`src/rtl/mips_pkg.sv`:
```
// -----------------------------------------------------------------------------
// mips_pkg -- shared definitions for the instruction-fetch slice.
//   if_state_e        : fetch FSM states (FETCH, WAIT, HOLD)
//   RESET_PC_DEFAULT  : default first fetch address after reset
//   PC_INC4 / PC_INC8 : sequential-fetch step and jal link offset
//   word_align()      : clears the byte-offset bits of an address
// -----------------------------------------------------------------------------
package mips_pkg;

  typedef enum logic [1:0] {
    FETCH = 2'd0,  // request outstanding on the memory port
    WAIT  = 2'd1,  // granted, waiting for the response
    HOLD  = 2'd2   // response parked in the skid buffer, decode stalled
  } if_state_e;

  localparam logic [31:0] RESET_PC_DEFAULT = 32'h0000_3000;
  localparam logic [31:0] PC_INC4          = 32'd4;
  localparam logic [31:0] PC_INC8          = 32'd8;

  function automatic logic [31:0] word_align(input logic [31:0] addr);
    return {addr[31:2], 2'b00};
  endfunction

endpackage

```
`src/rtl/if_skid_buf.sv`:
```
// -----------------------------------------------------------------------------
// if_skid_buf -- one-entry holding register for a fetched instruction that
// arrived while decode was stalled.
//   clk, reset (async, active-high)
//   load_i  : capture instr_i/pc_i and mark the entry valid
//   clear_i : drop the entry (wins over load_i)
//   valid_o, instr_o, pc_o : the held entry
// -----------------------------------------------------------------------------
module if_skid_buf (
  input  logic        clk,
  input  logic        reset,
  input  logic        load_i,
  input  logic        clear_i,
  input  logic [31:0] instr_i,
  input  logic [31:0] pc_i,
  output logic        valid_o,
  output logic [31:0] instr_o,
  output logic [31:0] pc_o
);

  logic        valid_q;
  logic [31:0] instr_q;
  logic [31:0] pc_q;

  // NOTE: non-blocking assignments in clocked blocks so every register samples
  // the pre-edge value of its neighbours, independent of statement order.
  always_ff @(posedge clk or posedge reset) begin
    if (reset) begin
      valid_q <= 1'b0;
      // NOTE: the payload is reset too, even though valid_q qualifies it, so
      // downstream never sees X after reset in simulation.
      instr_q <= '0;
      pc_q    <= '0;
    end else if (clear_i) begin
      valid_q <= 1'b0;
    end else if (load_i) begin
      valid_q <= 1'b1;
      instr_q <= instr_i;
      pc_q    <= pc_i;
    end
  end

  assign valid_o = valid_q;
  assign instr_o = instr_q;
  assign pc_o    = pc_q;

endmodule

```
`src/rtl/if_stage.sv`:
```
// -----------------------------------------------------------------------------
// if_stage -- instruction fetch stage with a single outstanding memory request,
// a skid buffer for responses that arrive while decode is stalled, and
// downstream redirect (jump/branch/jr) handling.
//   clk, reset                 : clock, async active-high reset
//   im_req/im_addr/im_gnt      : request channel to instruction memory
//   im_rvalid/im_rdata         : response channel
//   redirect_valid/redirect_pc : new fetch target, highest priority
//   id_stall                   : decode cannot accept the IF/ID slot
//   id_valid/id_instr/id_pc/id_pc8 : IF/ID slot (instruction, PC, PC+8)
//   id_exc_adel                : fetch address error (IF_ADEL_EN only)
// Build option: define IF_ADEL_EN to flag misaligned fetch PCs as address
// errors instead of silently aligning them.
// -----------------------------------------------------------------------------
module if_stage
  import mips_pkg::*;
#(
  parameter logic [31:0] RESET_PC = RESET_PC_DEFAULT
) (
  input  logic        clk,
  input  logic        reset,
  output logic        im_req,
  output logic [31:0] im_addr,
  input  logic        im_gnt,
  input  logic        im_rvalid,
  input  logic [31:0] im_rdata,
  input  logic        redirect_valid,
  input  logic [31:0] redirect_pc,
  input  logic        id_stall,
  output logic        id_valid,
  output logic [31:0] id_instr,
  output logic [31:0] id_pc,
  output logic [31:0] id_pc8
`ifdef IF_ADEL_EN
  ,
  output logic        id_exc_adel
`endif
);

  if_state_e   state_q;
  logic [31:0] fetch_pc_q;
  logic [31:0] req_pc_q;     // address of the request currently in flight
  logic        discard_q;    // in-flight response belongs to a flushed path
  logic        id_valid_q;
  logic [31:0] id_instr_q;
  logic [31:0] id_pc_q;
  logic [31:0] id_pc8_q;

  logic        buf_valid;
  logic [31:0] buf_instr;
  logic [31:0] buf_pc;

  logic        pc_bad;
  logic        adel_fire;
  logic [31:0] redirect_tgt;
  logic        req_fire;
  logic        rsp_live;
  logic        rsp_to_slot;
  logic        rsp_to_buf;
  logic        buf_to_slot;
  logic        buf_clear;

`ifdef IF_ADEL_EN
  localparam logic [31:0] PC_RST = RESET_PC;
  logic adel_sent_q;         // error slot already delivered, wait for redirect
  logic exc_q;

  assign pc_bad       = |fetch_pc_q[1:0];
  assign redirect_tgt = redirect_pc;
  assign adel_fire    = (state_q == FETCH) && pc_bad && !adel_sent_q
                        && !redirect_valid && !id_stall;
  assign id_exc_adel  = exc_q;
`else
  localparam logic [31:0] PC_RST = word_align(RESET_PC);

  assign pc_bad       = 1'b0;
  assign redirect_tgt = word_align(redirect_pc);
  assign adel_fire    = 1'b0;
`endif

  // Gated by reset so the port is quiet while reset is held even though the
  // state register already sits in FETCH.
  assign im_req  = !reset && (state_q == FETCH) && !pc_bad;
  assign im_addr = word_align(fetch_pc_q);

  assign req_fire    = im_req && im_gnt;
  // A response is usable only if it is ours, not flushed, and no redirect
  // is invalidating everything this cycle.
  assign rsp_live    = (state_q == WAIT) && im_rvalid && !discard_q && !redirect_valid;
  assign rsp_to_slot = rsp_live && !id_stall;
  assign rsp_to_buf  = rsp_live && id_stall;
  assign buf_to_slot = (state_q == HOLD) && buf_valid && !redirect_valid && !id_stall;
  assign buf_clear   = redirect_valid || buf_to_slot;

  if_skid_buf u_skid_buf (
    .clk     (clk),
    .reset   (reset),
    .load_i  (rsp_to_buf),
    .clear_i (buf_clear),
    .instr_i (im_rdata),
    .pc_i    (req_pc_q),
    .valid_o (buf_valid),
    .instr_o (buf_instr),
    .pc_o    (buf_pc)
  );

  always_ff @(posedge clk or posedge reset) begin
    if (reset) begin
      state_q    <= FETCH;
      fetch_pc_q <= PC_RST;
      req_pc_q   <= '0;
      discard_q  <= 1'b0;
      id_valid_q <= 1'b0;
      id_instr_q <= '0;
      id_pc_q    <= '0;
      id_pc8_q   <= '0;
    end else begin
      // Redirect wins over a same-cycle grant: the granted response is
      // flagged for discard below.
      if (redirect_valid)  fetch_pc_q <= redirect_tgt;
      else if (req_fire)   fetch_pc_q <= fetch_pc_q + PC_INC4;
      if (req_fire)        req_pc_q   <= fetch_pc_q;

      case (state_q)
        FETCH: begin
          if (req_fire) begin
            state_q   <= WAIT;
            discard_q <= redirect_valid;
          end
        end
        WAIT: begin
          if (im_rvalid) begin
            state_q   <= rsp_to_buf ? HOLD : FETCH;
            discard_q <= 1'b0;
          end else if (redirect_valid) begin
            // Stay until the flushed response drains; one outstanding only.
            discard_q <= 1'b1;
          end
        end
        HOLD: begin
          if (redirect_valid || !id_stall) state_q <= FETCH;
        end
        default: state_q <= FETCH;
      endcase

      if (redirect_valid) begin
        id_valid_q <= 1'b0;
      end else if (rsp_to_slot) begin
        id_valid_q <= 1'b1;
        id_instr_q <= im_rdata;
        id_pc_q    <= req_pc_q;
        id_pc8_q   <= req_pc_q + PC_INC8;
      end else if (buf_to_slot) begin
        id_valid_q <= 1'b1;
        id_instr_q <= buf_instr;
        id_pc_q    <= buf_pc;
        id_pc8_q   <= buf_pc + PC_INC8;
      end else if (adel_fire) begin
        id_valid_q <= 1'b1;
        id_instr_q <= '0;
        id_pc_q    <= fetch_pc_q;
        id_pc8_q   <= fetch_pc_q + PC_INC8;
      end else if (!id_stall) begin
        id_valid_q <= 1'b0;
      end
    end
  end

`ifdef IF_ADEL_EN
  always_ff @(posedge clk or posedge reset) begin
    if (reset) begin
      adel_sent_q <= 1'b0;
      exc_q       <= 1'b0;
    end else begin
      if (redirect_valid) adel_sent_q <= 1'b0;
      else if (adel_fire) adel_sent_q <= 1'b1;

      if (redirect_valid || rsp_to_slot || buf_to_slot) exc_q <= 1'b0;
      else if (adel_fire)                                exc_q <= 1'b1;
      else if (!id_stall)                                exc_q <= 1'b0;
    end
  end
`endif

  assign id_valid = id_valid_q;
  assign id_instr = id_instr_q;
  assign id_pc    = id_pc_q;
  assign id_pc8   = id_pc8_q;

endmodule
```
`config.mk`:
```
export PLATFORM = sky130hd
export DESIGN_NAME = if_stage
export DESIGN_NICKNAME = d
export VERILOG_FILES = /design/src/rtl/mips_pkg.sv /design/src/rtl/if_skid_buf.sv /design/src/rtl/if_stage.sv
export SDC_FILE = /design/constraint.sdc
export NUM_CORES = 1
export LEC_CHECK = 0
export ABC_AREA = 1
export CORE_MARGIN = 2
export CORE_UTILIZATION = 47
export CTS_CLUSTER_DIAMETER = 50
export DETAILED_ROUTE_END_ITERATION = 12
export GPL_ROUTABILITY_DRIVEN = 0
export GPL_TIMING_DRIVEN = 0
export PLACE_DENSITY = 0.8
export SLEW_MARGIN = 25
export SYNTH_ARGS = -nofsm -noshare
export SYNTH_HDL_FRONTEND = slang
export SYNTH_SLANG_ARGS = --single-unit
```
`constraint.sdc`:
```
create_clock -name clk -period 7.5 [get_ports clk]
set_input_delay 1.125 -clock clk [delete_from_list [all_inputs] [get_ports clk]]
set_output_delay 1.125 -clock clk [all_outputs]
set_load 0.01 [all_outputs]
```
==> results.cfg, run 1 <==
[floorplanning]
core_um2 = 21690
die_x_um = 152.4
rows = 54
initial_core_util_pct = 47.73
die_area_um2 = 23230
ios = 200
die_y_um = 152.4

[timing]
rsz0062_at_grt = false
setup_viol = 0
setup_ws_ns = 3.724
slew_headroom_pct = 54.56
hold_viol_final = 0
skew_ns = 0.01674
period_minus_slack_ns = 3.776
slew_violations = 0
max_clock_freq_ghz = 0.2648
fin_crit_sh_pct = 50.35
worst_pin_slew_ns = 0.6791

[layout]
antenna_cells = 0
nNetsFinal = 1480
final_area_um2 = 13520
fillers = 1762
multiInputGateArea_um2 = 4270
regArea_um2 = 5458
final_core_util_pct = 62.33
synthToLayoutAreaGrowth_pct = 30.61
drive_gt1_share_pct = 11.86

[synthesis]
synth.avg_cell_area_um2 = 8.735
syn-cell-area_um2 = 10350
yosys_warnings = 0
synth_ff_type = dfrtp_1
synth_top_cell_by_area = dfrtp_1
synth.most_common_cell = nand2_1
synth-seq-cells = 218
synth-edff-count = 0
async_flop_share_pct = 100.0
syn_inst = 1185
synth_common_cells = nand2_1 (295), dfrtp_1 (216), nor2_1 (138)
ys_types = 34
synth_top_area_share_pct = 52.22
netlist_top_cells_area = dfrtp_1 (52%), nand2_1 (11%), mux2_2 (6.4%)
ys_seq_area_share_pct = 52.73

[routing]
wl_per_cell_um = 16.86
drtIter0Drc = 726
ant_nets = 0
via_per_inst = 5.368
wl_um = 28740
vias = 9152
drc_errors = 0
dr.pass1.iters = 5

[cts]
insertion_delay_ns = 0.52
cts_root_buffer = clkbuf_16
post-cts-setup-buffer-count = 0
clock_path_buffers = 3
cts.repair.resized = 0
clock-sinks = 218
clkTransAtPathRegs_ns = 0.06
holdBufCountCts = 0
cts_tree = done
h-tree-depth = 1
cts_buffers = 24

[pwr]
cellLeakagePower_nw = 6.176
powerDensity_nw_per_um2 = 314.9
vdd_drop_max_v = 0.0001691

[global_route]
grt_start_max_net_pins = 95
first_global_vias = 8872
grt_pass1_wl_um = 46760
overflow = 0
antenna_found_initial = 0
grt_use_total_pct = 24.59

[setup_path]
critPathMaxFanout = 2
arrival_ns = 2.65
worstPathRequired_ns = 6.38
startpoint_type = primary input
path_class = primary input to primary output
endpoint_kind = primary output

[placed_design]
io_buffers = 190
place_ws_ns = 3.770
placed_area_um2 = 12680
dp_hpwl_um = 21070

[run_status]
status = finished clean

[hold_path]
hold_class = register to register

[job]
drv_cap = 0
## placed cells by master, fill, tap and decap left out, drive strengths merged
cell type,n
a22o,1
clkdlybuf4s50,190
nand2,305
conb,6
and2,1
o21ai,68
o221ai,8
a211oi,1
nand3,105
a21oi,15
dfrtp,216
nor2,158
bufinv,3
a31oi,4
nor4,1
clkinvlp,1
buf,37
dfstp,2
o22ai,29
ha,2
xnor2,3
nor3,10
mux2,59
nand4,11
clkinv,8
o211ai,16
clkbuf,56
xor2,21
inv,88
## layout make-up
class	count	share of cell area, %
sequential	218	40.37
multi-input combinational	824	31.59
timing repair buffer	192	14.47
clock buffer	31	5.016
tap	280	2.591
inverter	88	2.499
buffer	60	2.304
clock inverter	12	1.157
## worst paths after layout
| check | startpoint | end | slack, ns | depth (start not counted) |
|---|---|---|---|---|
| worst min-delay path | id_pc[29] | id_pc[29] | 0.47 | 2 |
| worst max register to register | state_q[0] | id_pc8[19] | 5.03 | 13 |
| worst min register to register | id_pc[29] | id_pc[29] | 0.47 | 2 |
| min in group asynchronous | reset | fetch_pc_q[15] | 1.04 | 2 |
| worst max-delay path | reset | im_req | 3.72 | 3 |
| max in group asynchronous | reset | id_pc8[8] | 5.28 | 4 |
## registers in the layout, indices dropped and copies added (netlist names)
signal              count
state_q                 2
fetch_pc_q             30
id_pc8                 29
req_pc_q               30
u_skid_buf.valid_o      1
id_pc                  30
u_skid_buf.pc_o        30
id_instr               32
id_valid                1
discard_q               1
u_skid_buf.instr_o     32
## routing by layer
layer	wire (um)	track usage [%]	vias up
met1	12300	34.05	4378
met3	2042	3.470	54
met2	13660	40.67	383
met4	745	7.165	0
met5	0	0	-
li1	-	-	4337
## logic make-up after synthesis
family	count (synthesis)	synth area share (%)
compound gates	142	8.002
xor+xnor	24	2.031
fa+ha+maj	2	0.2417
buf+inv	148	6.201
flops	218	52.73
mux	59	6.418
other cells	1	0.03623
simple gates	591	24.34
## power by group
group | internal (mW) | switching [mW]
Sequential | 1.55 | 0.247
Combinational | 0.641 | 0.585
Clock | 0.745 | 0.491
Total | 2.93 | 1.32
## per-stage QoR
stage	power, mW	cells	setup TNS, ns	hold WS (ns)
floorplan	2.375	1190	0	0.4422
global placement	2.970	1660	-491.01	0.4535
detailed placement	3.031	1662	0	0.4602
CTS	4.270	1705	0	0.4756
global route	4.480	1705	0	0.4975
finish	4.257	1705	0	0.4723
## critical path, stage by stage
cell	delay, ns
clkdlybuf4s50_1	0.54
nor3_1	0.36
clkdlybuf4s50_1	0.62
(Power assumes the default switching activity.)
==> inputs of run 2 (changes only) <==
Settings changed: CORE_UTILIZATION 47 to 52, PLACE_DENSITY 0.8 to 0.84.
Clock period 7.5 ns to 3.6 ns, I/O delays scaled along.
==> results.cfg, run 2 (same netlist as run 1, synthesis figures left out) <==
[run_status]
status = finished clean

[setup_path]
crit_buf_inv = 5
arrival_ns = 2.93
worstPathRequired_ns = 3.99
slowest_delay_ns = 0.55
path_depth = 13
r2r_start = state_q[0]
worst_path_max_delay_cell = clkdlybuf4s50_1
crit_family = buffers and inverters
startpoint_type = primary input
r2r_cells = 13
path_cells = clkdlybuf4s50_1 -> inv_2 -> nand4_1 -> buf_4 -> o21ai_1 -> inv_1 -> ha_1 -> nand3_1 -> inv_1 -> nand2_2 -> nor2_2 -> nand3_1 -> nand3_1
rr_endpoint = id_pc8[13]
path_class = primary input to register
critPathMostFrequentCell = nand3_1
ff2ff_setup_slack_ns = 1.13
endpoint_kind = register
critPathMaxFanout = 10

[global_route]
grt_use_total_pct = 28.04
antenna_found_initial = 1
overflow = 0
grt_pass1_wl_um = 48390
grt_start_max_net_pins = 35
first_global_vias = 9442

[routing]
ant_nets = 0
wl_um = 29500
via_per_inst = 5.512
drc_errors = 0
wl_per_cell_um = 17.40
vias = 9343
dr.pass1.iters = 5
drtIter0Drc = 765

[placed_design]
dp.cells = 1653
dp_hpwl_um = 21460
io_buffers = 190
placed_area_um2 = 12780

[pwr]
sequentialPowerShare_pct = 41.8
vdd_drop_max_v = 0.0004578
cellLeakagePower_nw = 6.233
power.total_mw = 8.987
clkPwrFrac_pct = 29.3
netSwitchingFraction_pct = 30.86
internal_power_mw = 6.214
power_frac_comb_pct = 28.9
switchingPower_mw = 2.773
powerDensity_nw_per_um2 = 659.5

[layout]
final_core_util_pct = 69.79
instances_no_fill = 1695
drive_gt1_share_pct = 12.11
fillers = 1466
synthToLayoutAreaGrowth_pct = 31.64
final_area_um2 = 13630
final_common_cell = nand2_1
nNetsFinal = 1485
final_cell_mix = nand2_1 (295), dfrtp_1 (216), clkdlybuf4s50_1 (190), nor2_1 (138), nand3_1 (102)

[floorplanning]
die_y_um = 145.1
initial_core_util_pct = 53.01
core_um2 = 19530
die_x_um = 145.1
ios = 200
rows = 51
die_area_um2 = 21050

[hold_path]
hp-start = redirect_valid
hold_class = primary input to register
holdPathStages = 4
hold_end = state_q[1]

[timing]
skew_ns = 0.01012
slew_violations = 0
max_clock_freq_ghz = 0.3938
period_minus_slack_ns = 2.539
rsz0062_at_grt = false
fin_crit_sh_pct = 70.54
worst_pin_slew_ns = 0.6520
slew_headroom_pct = 56.37
hold_viol_final = 0
setup_viol = 0

[cts]
cts_tree = done
cts.repair.resized = 0
cts_root_buffer = clkbuf_16
h-tree-depth = 1
clkTransAtPathRegs_ns = 0.06
post-cts-setup-buffer-count = 0
clock_path_buffers = 3
cts_buffers = 23
insertion_delay_ns = 0.52
clock-sinks = 218
holdBufCountCts = 0

[job]
drv_cap = 0
run 2: per-stage QoR:
stage	setup slack, ns	hold WS [ns]	TNS (ns)
after floorplan	0.2215	0.4422	0
after global placement	-1.379	0.4550	-296.05
after detailed placement	0.5940	0.4652	0
after CTS	1.097	0.3837	0
after global routing	0.9095	0.4159	0
final	1.061	0.3944	0
run 2: worst register-to-register path: cells and delay by family, from the launching register on:
kind	cells	cell delay (ns)
simple gates	7	0.78
buf+inv	4	0.53
compound gates	1	0.37
fa+ha+maj	1	0.25
flops	1	0.41
run 2: final cells by class:
type	count	area (um^2)	area share, %
clock inverters	10	186.4	1.368
flip-flops and latches	218	5458	40.05
clock buffers	31	655.6	4.811
multi-input cells	824	4270	31.34
repair buffers	198	2077	15.24
plain buffers	60	311.5	2.286
inverters	88	334.1	2.452
diodes	1	2.502	0.01836
well taps	265	331.6	2.433
run 2: routing by layer:
| metal | vias up | global-route usage [%] | share of wire (%) |
|---|---|---|---|
| li1 | 4337 | - | - |
| met1 | 4504 | 36.43 | 40 |
| met2 | 447 | 47.81 | 49 |
| met3 | 55 | 4.308 | 7.5 |
| met4 | 0 | 10.44 | 2.8 |
| met5 | - | 0 | 0 |
run 2: how the worst max path moves through the flow:
stage	start	end	slack, ns
2_1_floorplan	reset	discard_q	0.22
3_3_place_gp	reset	id_pc8[21]	-1.38
3_5_place_dp	id_stall	id_pc8[31]	0.59
4_1_cts	reset	im_req	1.10
5_1_grt	id_stall	id_pc8[31]	0.91
6_report	id_stall	id_pc8[13]	1.06
run 2: power groups by stage:
stage               Combinational [mW]  Sequential [mW]  Clock, mW
finish                            2.60             3.76       2.63
floorplan                         1.11             3.83          0
CTS                               2.60             3.74       2.65
global placement                  2.44             3.73          0
global route                      2.83             3.84       2.74
detailed placement                2.56             3.77          0
